$ cat config.mk
export PLATFORM = sky130hd
export DESIGN_NAME = de_skid_pipe_reg_flat
export DESIGN_NICKNAME = d
export VERILOG_FILES = /design/src/rtl/de_skid_pipe_reg_if.sv /design/src/rtl/de_skid_pipe_reg.sv /design/src/flat_wrapper.sv
export SDC_FILE = /design/constraint.sdc
export NUM_CORES = 1
export LEC_CHECK = 0
export BUFFER_PORTS_ARGS = -buffer_cell sky130_fd_sc_hd__buf_4
export CAP_MARGIN = 20
export CORE_ASPECT_RATIO = 0.7
export CORE_MARGIN = 2
export CORE_UTILIZATION = 36
export DETAILED_ROUTE_END_ITERATION = 12
export SLEW_MARGIN = 20
export SYNTH_ARGS = -nofsm -noshare
export SYNTH_HDL_FRONTEND = slang
export SYNTH_SLANG_ARGS = --single-unit
$ cat constraint.sdc
create_clock -name clk -period 2.2 [get_ports clk]
set_input_delay 0.22 -clock clk [delete_from_list [all_inputs] [get_ports clk]]
set_output_delay 0.22 -clock clk [all_outputs]
set_load 0.005 [all_outputs]
$ cat src/rtl/de_skid_pipe_reg_if.sv
// Decode-to-execute handshake bundle: Decode-side inputs,
// Execute-side outputs, flush and event counters.
interface de_skid_pipe_reg_if #(
  parameter int WIDTH  = 32,
  parameter int NDATA  = 3,
  parameter int CTRL_W = 16,
  parameter int CNT_W  = 16
);
  logic                   in_valid;
  logic                   in_ready;
  logic [CTRL_W-1:0]      ctrl_d;
  logic [NDATA*WIDTH-1:0] data_d;
  logic [3:0]             wa3_d;
  logic                   out_valid;
  logic                   out_ready;
  logic [CTRL_W-1:0]      ctrl_e;
  logic [NDATA*WIDTH-1:0] data_e;
  logic [3:0]             wa3_e;
  logic                   flush;
  logic                   clr_cnt;
  logic [CNT_W-1:0]       stall_cnt;
  logic [CNT_W-1:0]       flush_cnt;

  modport master (
    output in_valid, ctrl_d, data_d, wa3_d,
    output out_ready, flush, clr_cnt,
    input  in_ready, out_valid, ctrl_e, data_e, wa3_e,
    input  stall_cnt, flush_cnt
  );

  modport slave (
    input  in_valid, ctrl_d, data_d, wa3_d,
    input  out_ready, flush, clr_cnt,
    output in_ready, out_valid, ctrl_e, data_e, wa3_e,
    output stall_cnt, flush_cnt
  );
endinterface

$ cat src/rtl/de_skid_pipe_reg.sv
// Decode/Execute pipeline register with 2-entry skid buffer,
// flush with bubble masking and saturating stall/flush counters.
module de_skid_pipe_reg #(
  parameter int                WIDTH     = 32,
  parameter int                NDATA     = 3,
  parameter int                CTRL_W    = 16,
  parameter logic [CTRL_W-1:0] KILL_MASK = 16'h00FF,
  parameter int                CNT_W     = 16
) (
  input logic              clk,
  input logic              reset,
  de_skid_pipe_reg_if.slave bus
);
  localparam int DW = NDATA * WIDTH;

  logic              m_vld_q, m_vld_d;
  logic [CTRL_W-1:0] m_ctrl_q, m_ctrl_d;
  logic [DW-1:0]     m_data_q, m_data_d;
  logic [3:0]        m_wa3_q, m_wa3_d;
  logic              s_vld_q, s_vld_d;
  logic [CTRL_W-1:0] s_ctrl_q, s_ctrl_d;
  logic [DW-1:0]     s_data_q, s_data_d;
  logic [3:0]        s_wa3_q, s_wa3_d;
  logic [CNT_W-1:0]  stall_q, stall_d;
  logic [CNT_W-1:0]  flush_q, flush_d;

  logic in_rdy;
  logic in_fire;
  logic out_fire;
  logic stall_inc;
  logic flush_inc;

  // Ready comes only from a register, never from out_ready/flush.
  assign in_rdy    = !s_vld_q;
  assign in_fire   = bus.in_valid && in_rdy;
  assign out_fire  = m_vld_q && bus.out_ready;
  assign stall_inc = m_vld_q && !bus.out_ready && !bus.flush;
  assign flush_inc = bus.flush && (m_vld_q || s_vld_q);

  always_comb begin
    m_vld_d  = m_vld_q;
    m_ctrl_d = m_ctrl_q;
    m_data_d = m_data_q;
    m_wa3_d  = m_wa3_q;
    s_vld_d  = s_vld_q;
    s_ctrl_d = s_ctrl_q;
    s_data_d = s_data_q;
    s_wa3_d  = s_wa3_q;
    if (bus.flush) begin
      m_vld_d  = 1'b0;
      s_vld_d  = 1'b0;
      m_ctrl_d = m_ctrl_q & ~KILL_MASK;
      s_ctrl_d = s_ctrl_q & ~KILL_MASK;
    end else if (!m_vld_q || out_fire) begin
      if (s_vld_q) begin
        m_vld_d  = 1'b1;
        m_ctrl_d = s_ctrl_q;
        m_data_d = s_data_q;
        m_wa3_d  = s_wa3_q;
        s_vld_d  = 1'b0;
      end else if (in_fire) begin
        m_vld_d  = 1'b1;
        m_ctrl_d = bus.ctrl_d;
        m_data_d = bus.data_d;
        m_wa3_d  = bus.wa3_d;
      end else begin
        m_vld_d  = 1'b0;
      end
    end else if (in_fire) begin
      s_vld_d  = 1'b1;
      s_ctrl_d = bus.ctrl_d;
      s_data_d = bus.data_d;
      s_wa3_d  = bus.wa3_d;
    end
  end

  always_comb begin
    stall_d = stall_q;
    flush_d = flush_q;
    if (bus.clr_cnt) begin
      stall_d = '0;
      flush_d = '0;
    end else begin
      if (stall_inc && stall_q != {CNT_W{1'b1}})
        stall_d = stall_q + 1'b1;
      if (flush_inc && flush_q != {CNT_W{1'b1}})
        flush_d = flush_q + 1'b1;
    end
  end

  always_ff @(posedge clk or negedge reset) begin
    if (!reset) begin
      m_vld_q  <= 1'b0;
      m_ctrl_q <= '0;
      m_data_q <= '0;
      m_wa3_q  <= '0;
      s_vld_q  <= 1'b0;
      s_ctrl_q <= '0;
      s_data_q <= '0;
      s_wa3_q  <= '0;
      stall_q  <= '0;
      flush_q  <= '0;
    end else begin
      m_vld_q  <= m_vld_d;
      m_ctrl_q <= m_ctrl_d;
      m_data_q <= m_data_d;
      m_wa3_q  <= m_wa3_d;
      s_vld_q  <= s_vld_d;
      s_ctrl_q <= s_ctrl_d;
      s_data_q <= s_data_d;
      s_wa3_q  <= s_wa3_d;
      stall_q  <= stall_d;
      flush_q  <= flush_d;
    end
  end

  assign bus.in_ready  = in_rdy;
  assign bus.out_valid = m_vld_q;
  assign bus.ctrl_e    = m_vld_q ? m_ctrl_q
                                 : (m_ctrl_q & ~KILL_MASK);
  assign bus.data_e    = m_data_q;
  assign bus.wa3_e     = m_wa3_q;
  assign bus.stall_cnt = stall_q;
  assign bus.flush_cnt = flush_q;
endmodule

$ cat src/flat_wrapper.sv
// flat-port wrapper written by rule: the top's interface ports become plain ports
module de_skid_pipe_reg_flat 
#(
  parameter int                WIDTH     = 32,
  parameter int                NDATA     = 3,
  parameter int                CTRL_W    = 16,
  parameter logic [CTRL_W-1:0] KILL_MASK = 16'h00FF,
  parameter int                CNT_W     = 16
)
  (clk, reset, bus_in_valid, bus_ctrl_d, bus_data_d, bus_wa3_d, bus_out_ready, bus_flush, bus_clr_cnt, bus_in_ready, bus_out_valid, bus_ctrl_e, bus_data_e, bus_wa3_e, bus_stall_cnt, bus_flush_cnt);
  de_skid_pipe_reg_if #(.WIDTH(WIDTH), .NDATA(NDATA), .CTRL_W(CTRL_W), .CNT_W(CNT_W)) bus_i ();
  input logic clk;
  input logic reset;
  input wire logic [$bits(bus_i.in_valid)-1:0] bus_in_valid;
  input wire logic [$bits(bus_i.ctrl_d)-1:0] bus_ctrl_d;
  input wire logic [$bits(bus_i.data_d)-1:0] bus_data_d;
  input wire logic [$bits(bus_i.wa3_d)-1:0] bus_wa3_d;
  input wire logic [$bits(bus_i.out_ready)-1:0] bus_out_ready;
  input wire logic [$bits(bus_i.flush)-1:0] bus_flush;
  input wire logic [$bits(bus_i.clr_cnt)-1:0] bus_clr_cnt;
  output wire logic [$bits(bus_i.in_ready)-1:0] bus_in_ready;
  output wire logic [$bits(bus_i.out_valid)-1:0] bus_out_valid;
  output wire logic [$bits(bus_i.ctrl_e)-1:0] bus_ctrl_e;
  output wire logic [$bits(bus_i.data_e)-1:0] bus_data_e;
  output wire logic [$bits(bus_i.wa3_e)-1:0] bus_wa3_e;
  output wire logic [$bits(bus_i.stall_cnt)-1:0] bus_stall_cnt;
  output wire logic [$bits(bus_i.flush_cnt)-1:0] bus_flush_cnt;
  assign bus_i.in_valid = bus_in_valid;
  assign bus_i.ctrl_d = bus_ctrl_d;
  assign bus_i.data_d = bus_data_d;
  assign bus_i.wa3_d = bus_wa3_d;
  assign bus_i.out_ready = bus_out_ready;
  assign bus_i.flush = bus_flush;
  assign bus_i.clr_cnt = bus_clr_cnt;
  assign bus_in_ready = bus_i.in_ready;
  assign bus_out_valid = bus_i.out_valid;
  assign bus_ctrl_e = bus_i.ctrl_e;
  assign bus_data_e = bus_i.data_e;
  assign bus_wa3_e = bus_i.wa3_e;
  assign bus_stall_cnt = bus_i.stall_cnt;
  assign bus_flush_cnt = bus_i.flush_cnt;
  de_skid_pipe_reg #(.WIDTH(WIDTH), .NDATA(NDATA), .CTRL_W(CTRL_W), .KILL_MASK(KILL_MASK), .CNT_W(CNT_W)) u_core (.clk(clk), .reset(reset), .bus(bus_i));
endmodule
==> results of run 1 <==
-- through the flow --
stage,power (W),hold slack (ps)
after CTS,0.01376,89.69
after global placement,0.008339,175.5
after floorplan,0.007207,-75.59
after detailed placement,0.008423,174.2
after global routing,0.01431,111.5
final,0.01358,112.1
-- layer usage --
metal / wire length [µm] / vias up / GRT usage, %
met5: 0 / - / 0
met4: 528 / 0 / 3.668
met3: 1825 / 40 / 4.287
met2: 14300 / 218 / 28.29
met1: 15380 / 4743 / 27.58
li1: - / 4799 / -
-- worst reg2reg max path, stage by stage, from the launching register on --
cell,delay (ps)
dfrtp_1,340
or3b_1,430
or4_1,660
or4_1,430
a21oi_1,160
-- how the worst max path moves through the flow --
| stage | end | startpoint | cells past startpoint | slack, ps |
|---|---|---|---|---|
| 6_report | u_core.bus.stall_cnt[13] | u_core.bus.out_valid | 4 | 110 |
| 5_1_grt | u_core.bus.stall_cnt[14] | u_core.bus.stall_cnt[0] | 6 | 20 |
| 4_1_cts | u_core.bus.stall_cnt[13] | u_core.bus.out_valid | 4 | 90 |
| 3_5_place_dp | u_core.bus.stall_cnt[13] | bus_flush | 5 | 60 |
| 3_3_place_gp | u_core.bus.stall_cnt[13] | bus_flush | 5 | 100 |
| 2_1_floorplan | u_core.bus.stall_cnt[9] | u_core.bus.out_valid | 6 | 90 |
-- registers in the layout, indices dropped and copies added, names as in the netlist --
| register | cells |
|---|---|
| u_core.bus.data_e | 96 |
| u_core.bus.flush_cnt | 16 |
| u_core.bus.out_valid | 1 |
| u_core.bus.stall_cnt | 16 |
| u_core.bus.wa3_e | 4 |
| u_core.m_ctrl_q | 16 |
| u_core.s_ctrl_q | 16 |
| u_core.s_data_q | 96 |
| u_core.s_vld_q | 1 |
| u_core.s_wa3_q | 4 |
-- cells by family (layout without fill, tap and decap cells) --
kind of cell | count (synthesis) | in the layout | share of synthesized area (%)
AND/OR/NAND/NOR | 560 | 560 | 19.92
flip-flops | 266 | 266 | 57.02
AO/OA/AOI/OAI | 169 | 169 | 8.221
multiplexers | 132 | 132 | 11.48
buffers and inverters | 88 | 481 | 3.140
adder cells (fa/ha/maj) | 2 | 2 | 0.2143
other | 0 | 1 | 0
-- power groups by stage --
stage          Combinational (W)  Clock (W)  Sequential, W
6_report                 0.00226    0.00508        0.00624
5_1_grt                  0.00255    0.00542        0.00635
4_1_cts                  0.00229    0.00523        0.00624
3_5_place_dp             0.00211          0        0.00631
3_3_place_gp             0.00205          0        0.00629
2_1_floorplan           0.000971          0        0.00624
-- cell usage in the layout, fill, tap and decap left out, types with 13 or more instances in the layout --
cell           instances
nand2_1              343
buf_4                292
dfrtp_1              265
nor2_1               128
a21oi_1              127
dlygate4sd3_1        118
mux2i_1              117
clkbuf_16             29
nor2b_1               16
mux2_2                15
o31ai_1               13
buf_12                13
-- final cells by class --
type	count	area, µm²
Clock inverter	13	165.2
Inverter	6	22.52
Sequential cell	266	6660
Tap cell	427	534.3
Fill cell	2958	15610
Timing Repair Buffer	424	3649
Multi-Input combinational cell	863	4666
Antenna cell	1	2.502
Clock buffer	38	829.5
-- repair_timing --
action	in CTS	in global routing
endpoints found under the setup margin	0	0
hold buffers	118	0
resized for setup	0	0
endpoints found under the hold margin	293	0
==> metrics.md, run 1 <==
| Metric | Value |
|---|---|
| Outcome | `finished clean` |
| Final net count | `1713` |
| Post-layout util | `51.43%` |
| Syn Nets | `1341` |
| Sw Ratio | `25.93%` |
| Critical path class | `reg2reg` |
| Reg clk slew, reported paths | `60 ps` |
| GPL Wtd Cong | `0.8086` |
| Ys Warns | `0` |
| Crit path top cell by count | `or4_1` |
| Leak pwr | `7.631 nW` |
| Cells after synthesis | `1217` |
| Area of the die | `33910 µm²` |
| Non-Filler Instances | `2038` |
| Fmax | `478.0 MHz` |
| Global-route wire length before repair | `51640 µm` |
| Root Buffer | `clkbuf_16` |
| Grt ovf | `0` |
| Fraction of layout cells with a size suffix above 1 | `23.35%` |
| Top cell type's share of synthesized area | `57.02%` |
| Synth cell count leaders | `nand2_1, dfrtp_1, nor2_1, a21oi_1, mux2i_1` |
| Sw power | `0.003521 W` |
| Relative max-transition margin | `50.88%` |
| Worst-Skew Late Latency | `550 ps` |
| CP peak stage delay | `660 ps` |
| Initial antenna violation count | `1` |
| Vias | `9800` |
| Fraction of registers with async set/reset | `100.0%` |
| Top_reg_cell synth | `dfrtp_1` |
| CTS tree | `done` |
| Worst r2r path cells | `4` |
| I/O pin count | `272` |
| Required @ worst endpoint | `2650 ps` |
| Reg2reg end | `u_core.bus.stall_cnt[13]` |
| Routed wire length | `32040 µm` |
| Arr. time, crit path | `2550 ps` |
| P per Cell Area | `821.6 nW/µm²` |
| Drt first-iter violations | `597` |
| Min-Delay Endpoint | `u_core.m_ctrl_q[5]` |
| Peak VDD IR | `0.0005331 V` |
| Pre-CTS setup slack | `59.87 ps` |
| FF-to-FF Start | `u_core.bus.out_valid` |
| Post-synth EDFFs | `0` |
| Placed wire-length estimate | `20810 µm` |
| Crit-path cells | `or3b_1 > or4_1 > or4_1 > a21oi_1` |
| Core footprint | `32140 µm²` |
| Clock network power share | `37.4%` |
| Die span in y | `154.7 µm` |
| Final Worst Setup Slack | `108.0 ps` |
| Top-count cell post-synth | `nand2_1` |
| Htree depth | `1` |
| DRT antenna net count | `0` |
| Buf+Inv Stages, Crit Path | `0` |
| Crit-path leading delay family | `simple AND/OR/NAND/NOR gates` |
| IO Port Bufs | `271` |
| Unrepaired setup endpoints after global routing | `false` |
| Synth area leaders | `dfrtp_1, nand2_1, mux2i_1` |
| Drt pass-1 iters | `5` |
| GRT Util Overall | `18.73%` |
| Post-Syn Area per Cell | `9.592 µm²` |
| # placed instances | `1868` |
| CTS buffer count | `28` |
| Post-synthesis register bit count | `266` |
| Hold wc startpoint | `bus_flush` |
| Share of total power in sequential cells | `45.9%` |
| Cell variety after synth | `38` |
| Worst reg-to-reg setup slack | `110 ps` |
| Fin. max-slew vios | `0` |
| Largest net degree at the start of global routing | `66` |
| Synthesized area | `11670 µm²` |
| Crit path max fanout | `7` |
| Max Cap Viol | `0` |
| Crit end category | `register` |
| Synth-to-Final Area Change | `41.59%` |
| Pint | `0.01006 W` |
| Placed Instance Area | `14350 µm²` |
| Via/cell ratio | `4.809` |
| Setup_tns | `0 ps` |
| Final setup vio count | `0` |
| Final Hold Fails | `0` |
| Hold path depth | `3` |
| Fin crit period | `2092 ps` |
| Drt drc | `0` |
| Post-synthesis sequential area ratio | `57.02%` |
| Area leader, netlist | `dfrtp_1` |
| Clk sinks | `266` |
| Combinational fraction of design power | `16.6%` |
| Startpoint Class | `register` |
| Initial core utilization | `36.32%` |
| Final period utilization | `95.09%` |
| Hold WC Path Type | `in2reg` |
| Avg WL per Cell | `15.72 µm` |
| Max Buffers Root-to-Sink | `3` |
| Worst-Margin Slew | `736.9 ps` |
| Die Wd | `219.2 µm` |
| Clk_skew | `15.26 ps` |
| Row cnt | `55` |
| Design Area, Final | `16530 µm²` |
| Post-CTS Setup Inserts | `0` |
| Slowest cell on the critical path | `or4_1` |
| Number of global-route vias before repair | `9635` |
Power figures use the tool's default switching activity.
==> run 2: changes to the inputs <==
--- a/config.mk
+++ b/config.mk
@@ -7,10 +7,13 @@
 export LEC_CHECK = 0
 export BUFFER_PORTS_ARGS = -buffer_cell sky130_fd_sc_hd__buf_4
 export CAP_MARGIN = 20
+export CELL_PAD_IN_SITES_DETAIL_PLACEMENT = 1
+export CELL_PAD_IN_SITES_GLOBAL_PLACEMENT = 2
 export CORE_ASPECT_RATIO = 0.7
 export CORE_MARGIN = 2
-export CORE_UTILIZATION = 36
+export CORE_UTILIZATION = 30
 export DETAILED_ROUTE_END_ITERATION = 12
+export PLACE_DENSITY_LB_ADDON = 0.1
 export SLEW_MARGIN = 20
 export SYNTH_ARGS = -nofsm -noshare
 export SYNTH_HDL_FRONTEND = slang
==> run 2 against run 1 <==
  * First-iteration DRC count shrank 43%
  * Critical endpoint is now u_core.bus.flush_cnt[13]
  * Register-to-register slack better by 30 ps
  * Highest routed layer unchanged
  * Clock skew down 4.1 ps
==> metrics.md, run 2 (synthesized netlist as in run 1, its figures left out) <==
| Metric | Value |
|---|---|
| Outcome | `finished clean` |
| Fmax | `485.1 MHz` |
| Combinational fraction of design power | `16.8%` |
| Max Buffers Root-to-Sink | `3` |
| Commonest non-fill, non-tap cells in the layout | `nand2_1, buf_4, dfrtp_1` |
| CTS buffer count | `31` |
| Final Hold Fails | `0` |
| Sw power | `0.003715 W` |
| Largest net degree at the start of global routing | `69` |
| Relative max-transition margin | `46.62%` |
| Initial antenna violation count | `2` |
| Required @ worst endpoint | `2690 ps` |
| Area of the die | `40530 µm²` |
| Startpoint Class | `register` |
| Leak pwr | `7.635 nW` |
| Avg WL per Cell | `16.87 µm` |
| GPL Wtd Cong | `0.7265` |
| Reg clk slew, reported paths | `60 ps` |
| P per Cell Area | `818.9 nW/µm²` |
| GR peak layer | `met2` |
| Post-CTS Setup Inserts | `0` |
| Grt ovf | `0` |
| Unrepaired setup endpoints after global routing | `false` |
| Crit path top cell by count | `or4_1` |
| Vias | `9883` |
| Drt first-iter violations | `342` |
| Drt pass-1 iters | `4` |
| Root Buffer | `clkbuf_16` |
| Grt met2 use | `29.98%` |
| Worst-Skew Late Latency | `570 ps` |
| Crit end category | `register` |
| Row cnt | `60` |
| Worst-Margin Slew | `800.7 ps` |
| Pint | `0.009941 W` |
| Commonest non-fill, non-tap cell in the layout | `nand2_1` |
| Final hold slack | `70.32 ps` |
| Final net count | `1715` |
| Routed wire length | `36200 µm` |
| Grt met1 use | `24.16%` |
| Pwr Total | `0.01366 W` |
| Htree depth | `1` |
| Arr. time, crit path | `2550 ps` |
| Final setup vio count | `0` |
| Hold WC Path Type | `in2reg` |
| Die Wd | `239.8 µm` |
| Share of total power in sequential cells | `45.7%` |
| Grt met3 use | `3.555%` |
| Fin crit period | `2062 ps` |
| Core footprint | `38360 µm²` |
| Max Cap Viol | `0` |
| Synth-to-Final Area Change | `42.84%` |
| Final period utilization | `93.71%` |
| Setup_tns | `0 ps` |
| DRT antenna net count | `0` |
| Final Worst Setup Slack | `138.4 ps` |
| Pre-CTS setup slack | `76.36 ps` |
| CTS tree | `done` |
| Global-route wire length before repair | `58280 µm` |
| Initial core utilization | `30.43%` |
| FILL cells | `4362` |
| Via/cell ratio | `4.607` |
| Placed wire-length estimate | `23370 µm` |
| Fraction of layout cells with a size suffix above 1 | `23.51%` |
| Clock network power share | `37.6%` |
| Number of global-route vias before repair | `10580` |
| Die span in y | `169.0 µm` |
| Drt drc | `0` |
| IO Port Bufs | `271` |
| Crit-path cells | `buf_4 > o2111ai_1 > or4_1 > or4_1 > a21oi_1` |
| Clk_skew | `11.13 ps` |
| Fin. max-slew vios | `0` |
| Clk sinks | `266` |
| I/O pin count | `272` |
| Slowest cell on the critical path | `or4_1` |
| GRT Util Overall | `17.92%` |
| Crit path max fanout | `14` |
| CP peak stage delay | `560 ps` |
| Critical path class | `reg2reg` |
| Peak VDD IR | `0.0005856 V` |
| Sw Ratio | `27.21%` |
[run 2: cell types whose count changed in the layout (fill, tap and decap cells not counted), moves of 2 or more]
cell,change
bufinv_16,-3
clkbuf_1,+4
clkbuf_16,+2
clkinvlp_4,+2
or4_1,-2
or4_4,+2
[run 2: what timing repair did]
action,CTS,global route
endpoints found under the hold margin,293,0
endpoints found under the setup margin,0,2
hold buffers,118,0
resized for setup,0,2
[run 2: worst max-delay path: cells and delay by family (launching register included)]
kind,cells,cell delay (ps)
compound gates,2,450
simple gates,2,1010
flops,1,340
buf+inv,1,190
[run 2: layout make-up]
type | count | area [µm²] | area share [%]
clock buffers | 45 | 908.4 | 5.448
clock inverters | 13 | 105.1 | 0.6303
flip-flops and latches | 266 | 6660 | 39.94
inverters | 6 | 22.52 | 0.1351
diodes | 2 | 5.005 | 0.03001
repair buffers | 423 | 3641 | 21.84
well taps | 527 | 659.4 | 3.954
multi-input cells | 863 | 4673 | 28.03
[run 2: power by group through the flow]
stage / clock [W] / sequential (W) / combinational [W]
6_report: 0.00513 / 0.00624 / 0.00229
5_1_grt: 0.00552 / 0.00635 / 0.00260
4_1_cts: 0.00534 / 0.00624 / 0.00235
3_5_place_dp: 0 / 0.00632 / 0.00216
3_3_place_gp: 0 / 0.00629 / 0.00210
2_1_floorplan: 0 / 0.00624 / 0.000971
[run 2: final timing paths]
kind | cells past startpoint | slack, ps | start | to
min reg2reg | 2 | 470 | u_core.m_ctrl_q[4] | u_core.m_ctrl_q[4]
max in group asynchronous | 3 | 1250 | reset | u_core.bus.data_e[30]
max reg2reg | 5 | 140 | u_core.bus.out_valid | u_core.bus.flush_cnt[13]
min in group asynchronous | 2 | 180 | reset | u_core.bus.stall_cnt[12]
max | 5 | 140 | u_core.bus.out_valid | u_core.bus.flush_cnt[13]
min | 3 | 70 | bus_flush | u_core.m_ctrl_q[2]
[run 2: stage by stage]
stage,utilization [%],instances,cell area (µm²)
after global placement,37.71,1967,14470
after global routing,43.47,2145,16670
after detailed placement,37.71,1967,14470
after floorplan,-,1217,11670
after CTS,43.43,2143,16660
final,43.47,2145,16670
[run 2: per-layer routing]
layer | wire length (µm) | vias to the layer above
met5 | 0 | -
met4 | 647 | 0
met3 | 1523 | 43
met2 | 17210 | 153
met1 | 16810 | 4878
li1 | - | 4809
==> run 3: changes to the inputs <==
--- a/config.mk
+++ b/config.mk
@@ -5,14 +5,14 @@
 export SDC_FILE = /design/constraint.sdc
 export NUM_CORES = 1
 export LEC_CHECK = 0
-export BUFFER_PORTS_ARGS = -buffer_cell sky130_fd_sc_hd__buf_4
 export CAP_MARGIN = 20
 export CELL_PAD_IN_SITES_DETAIL_PLACEMENT = 1
 export CELL_PAD_IN_SITES_GLOBAL_PLACEMENT = 2
 export CORE_ASPECT_RATIO = 0.7
 export CORE_MARGIN = 2
-export CORE_UTILIZATION = 30
+export CORE_UTILIZATION = 34
 export DETAILED_ROUTE_END_ITERATION = 12
+export DONT_BUFFER_PORTS = 1
 export PLACE_DENSITY_LB_ADDON = 0.1
 export SLEW_MARGIN = 20
 export SYNTH_ARGS = -nofsm -noshare
==> run 3 against run 2 <==
  * The run now ends with hold timing left
  * Cell count is 17% lower
  * Total power shrank 7.8%
  * Global-route usage up 0.88 points
  * Die area down 12%
  * Worst hold slack got worse by 700 ps
  * Register-to-register slack worse by 20 ps
  * Critical path type unchanged
==> metrics.md, run 3 (synthesized netlist as in run 1, its figures left out) <==
| Metric | Value |
|---|---|
| Initial antenna violation count | `2` |
| Design Area, Final | `14410 µm²` |
| IO Port Bufs | `0` |
| P per Cell Area | `873.4 nW/µm²` |
| Post-layout util | `42.85%` |
| Required @ worst endpoint | `2660 ps` |
| Grt ovf | `0` |
| Clock network power share | `38.5%` |
| GRT Util Overall | `18.80%` |
| Placed Instance Area | `12240 µm²` |
| Worst-Margin Slew | `817.2 ps` |
| Fin. max-slew vios | `0` |
| Unrepaired setup endpoints after global routing | `false` |
| Worst r2r path cells | `4` |
| Commonest non-fill, non-tap cells in the layout | `nand2_1, dfrtp_1, nor2_1` |
| Initial core utilization | `34.71%` |
| Fin crit period | `2079 ps` |
| Setup_tns | `0 ps` |
| Worst-Skew Late Latency | `540 ps` |
| Row cnt | `56` |
| Reg clk slew, reported paths | `60 ps` |
| FILL cells | `3776` |
| Startpoint Class | `register` |
| Slowest cell on the critical path | `or4_4` |
| Drt pass-1 iters | `5` |
| Crit-path leading delay family | `simple AND/OR/NAND/NOR gates` |
| Root Buffer | `clkbuf_16` |
| Crit end category | `register` |
| Max Cap Viol | `0` |
| Leak pwr | `6.261 nW` |
| Clk sinks | `266` |
| Outcome | `complete, but fails checks` |
| Clk_skew | `9.554 ps` |
| Relative max-transition margin | `45.52%` |
| Area of the die | `35860 µm²` |
| Vias | `8903` |
| Sw Ratio | `26.49%` |
| CTS buffer count | `29` |
| Final Hold Fails | `266` |
| DRT antenna net count | `0` |
| Peak VDD IR | `0.0005024 V` |
| Avg WL per Cell | `19.31 µm` |
| Post-CTS Setup Inserts | `0` |
| GPL Wtd Cong | `0.7669` |
| CP peak stage delay | `610 ps` |
| Core footprint | `33630 µm²` |
| Largest net degree at the start of global routing | `267` |
| Number of global-route vias before repair | `9305` |
| CTS tree | `done` |
| Final net count | `1441` |
| Routed wire length | `34260 µm` |
| Pwr Total | `0.01259 W` |
| Fraction of layout cells with a size suffix above 1 | `7.255%` |
| Commonest non-fill, non-tap cell in the layout | `nand2_1` |
| I/O pin count | `272` |
| Final setup vio count | `0` |
| Fmax | `481.0 MHz` |
| Failing checks | `hold timing` |
| Max Buffers Root-to-Sink | `3` |
| Drt first-iter violations | `451` |
| Final period utilization | `94.49%` |
| Die span in y | `159.0 µm` |
| Drt drc | `0` |
| Combinational fraction of design power | `10.9%` |
| Critical path class | `reg2reg` |
| Crit-path cells | `or3b_1 > or4_4 > or4_1 > a21oi_1` |
| Hold WC Path Type | `in2async` |
| Critical path depth | `4` |
| Synth-to-Final Area Change | `23.45%` |
| Crit path max fanout | `8` |
| Buf+Inv Stages, Crit Path | `0` |
| Share of total power in sequential cells | `50.7%` |
| Via/cell ratio | `5.019` |
| Pint | `0.009253 W` |
| Htree depth | `1` |
| Cts hold-fix bufs | `122` |
| Final hold slack | `-625.1 ps` |
| Die Wd | `225.5 µm` |
| Placed wire-length estimate | `21430 µm` |
| Sw power | `0.003334 W` |
| Global-route wire length before repair | `54150 µm` |
| Arr. time, crit path | `2540 ps` |
-- run 3: cell types whose count changed in the layout (fill, tap and decap cells not counted), moves of 2 or more --
cell / change
clkinvlp_4: -2
buf_4: -272
clkbuf_1: +2
buf_12: -2
clkbuf_16: -2
clkbuf_8: -2
dlygate4sd3_1: +3
clkinv_2: -2
-- run 3: power by group through the flow --
stage / logic, W / registers, W / clock network, W
2_1_floorplan: 0.000971 / 0.00624 / 0
6_report: 0.00137 / 0.00638 / 0.00484
5_1_grt: 0.00160 / 0.00650 / 0.00523
3_5_place_dp: 0.00115 / 0.00647 / 0
4_1_cts: 0.00139 / 0.00639 / 0.00504
3_3_place_gp: 0.00108 / 0.00646 / 0
-- run 3: worst register-to-register path: stages, from the launching register on --
cell     delay (ps)
dfrtp_1         340
or3b_1          450
or4_4           620
or4_1           420
a21oi_1         170
-- run 3: worst paths after layout --
path | endpoint | startpoint | slack, ps
hold reg to reg | u_core.m_ctrl_q[4] | u_core.m_ctrl_q[4] | 470
max in group asynchronous | u_core.bus.data_e[60] | reset | 2420
min in group clk | u_core.m_ctrl_q[13] | bus_flush | 40
setup reg to reg | u_core.bus.stall_cnt[14] | u_core.bus.out_valid | 120
setup / recovery | u_core.bus.stall_cnt[14] | u_core.bus.out_valid | 120
hold / removal | u_core.bus.stall_cnt[0] | reset | -630
-- run 3: metrics by stage --
stage,hold slack [ps],cells,setup WS [ps]
2_1_floorplan,-75.59,1217,85.38
3_3_place_gp,-69.90,1599,115.5
3_5_place_dp,-68.62,1599,53.96
4_1_cts,-664.1,1772,31.78
5_1_grt,-664.3,1774,49.66
6_report,-625.1,1774,121.1
-- run 3: layout make-up --
| type | instances | area (µm²) | share of cell area, % |
|---|---|---|---|
| Sequential cell | 266 | 6660 | 46.21 |
| Inverter | 6 | 22.52 | 0.1563 |
| Clock inverter | 8 | 90.09 | 0.6251 |
| Timing Repair Buffer | 151 | 1574 | 10.92 |
| Antenna cell | 2 | 5.005 | 0.03473 |
| Tap cell | 435 | 544.3 | 3.777 |
| Clock buffer | 43 | 838.3 | 5.817 |
| Multi-Input combinational cell | 863 | 4677 | 32.45 |
-- run 3: repair_timing --
| action | CTS | global route |
|---|---|---|
| hold endpoints to repair | 531 | 266 |
| endpoints found under the setup margin | 0 | 6 |
| gates resized for setup | 0 | 3 |
-- run 3: routing by layer --
| layer | track usage, % | vias to the layer above | wire, µm |
|---|---|---|---|
| met5 | 0 | - | 0 |
| met4 | 3.221 | 0 | 518 |
| met3 | 5.665 | 36 | 2161 |
| met2 | 29.67 | 151 | 15650 |
| met1 | 25.85 | 4460 | 15930 |
| li1 | - | 4256 | - |
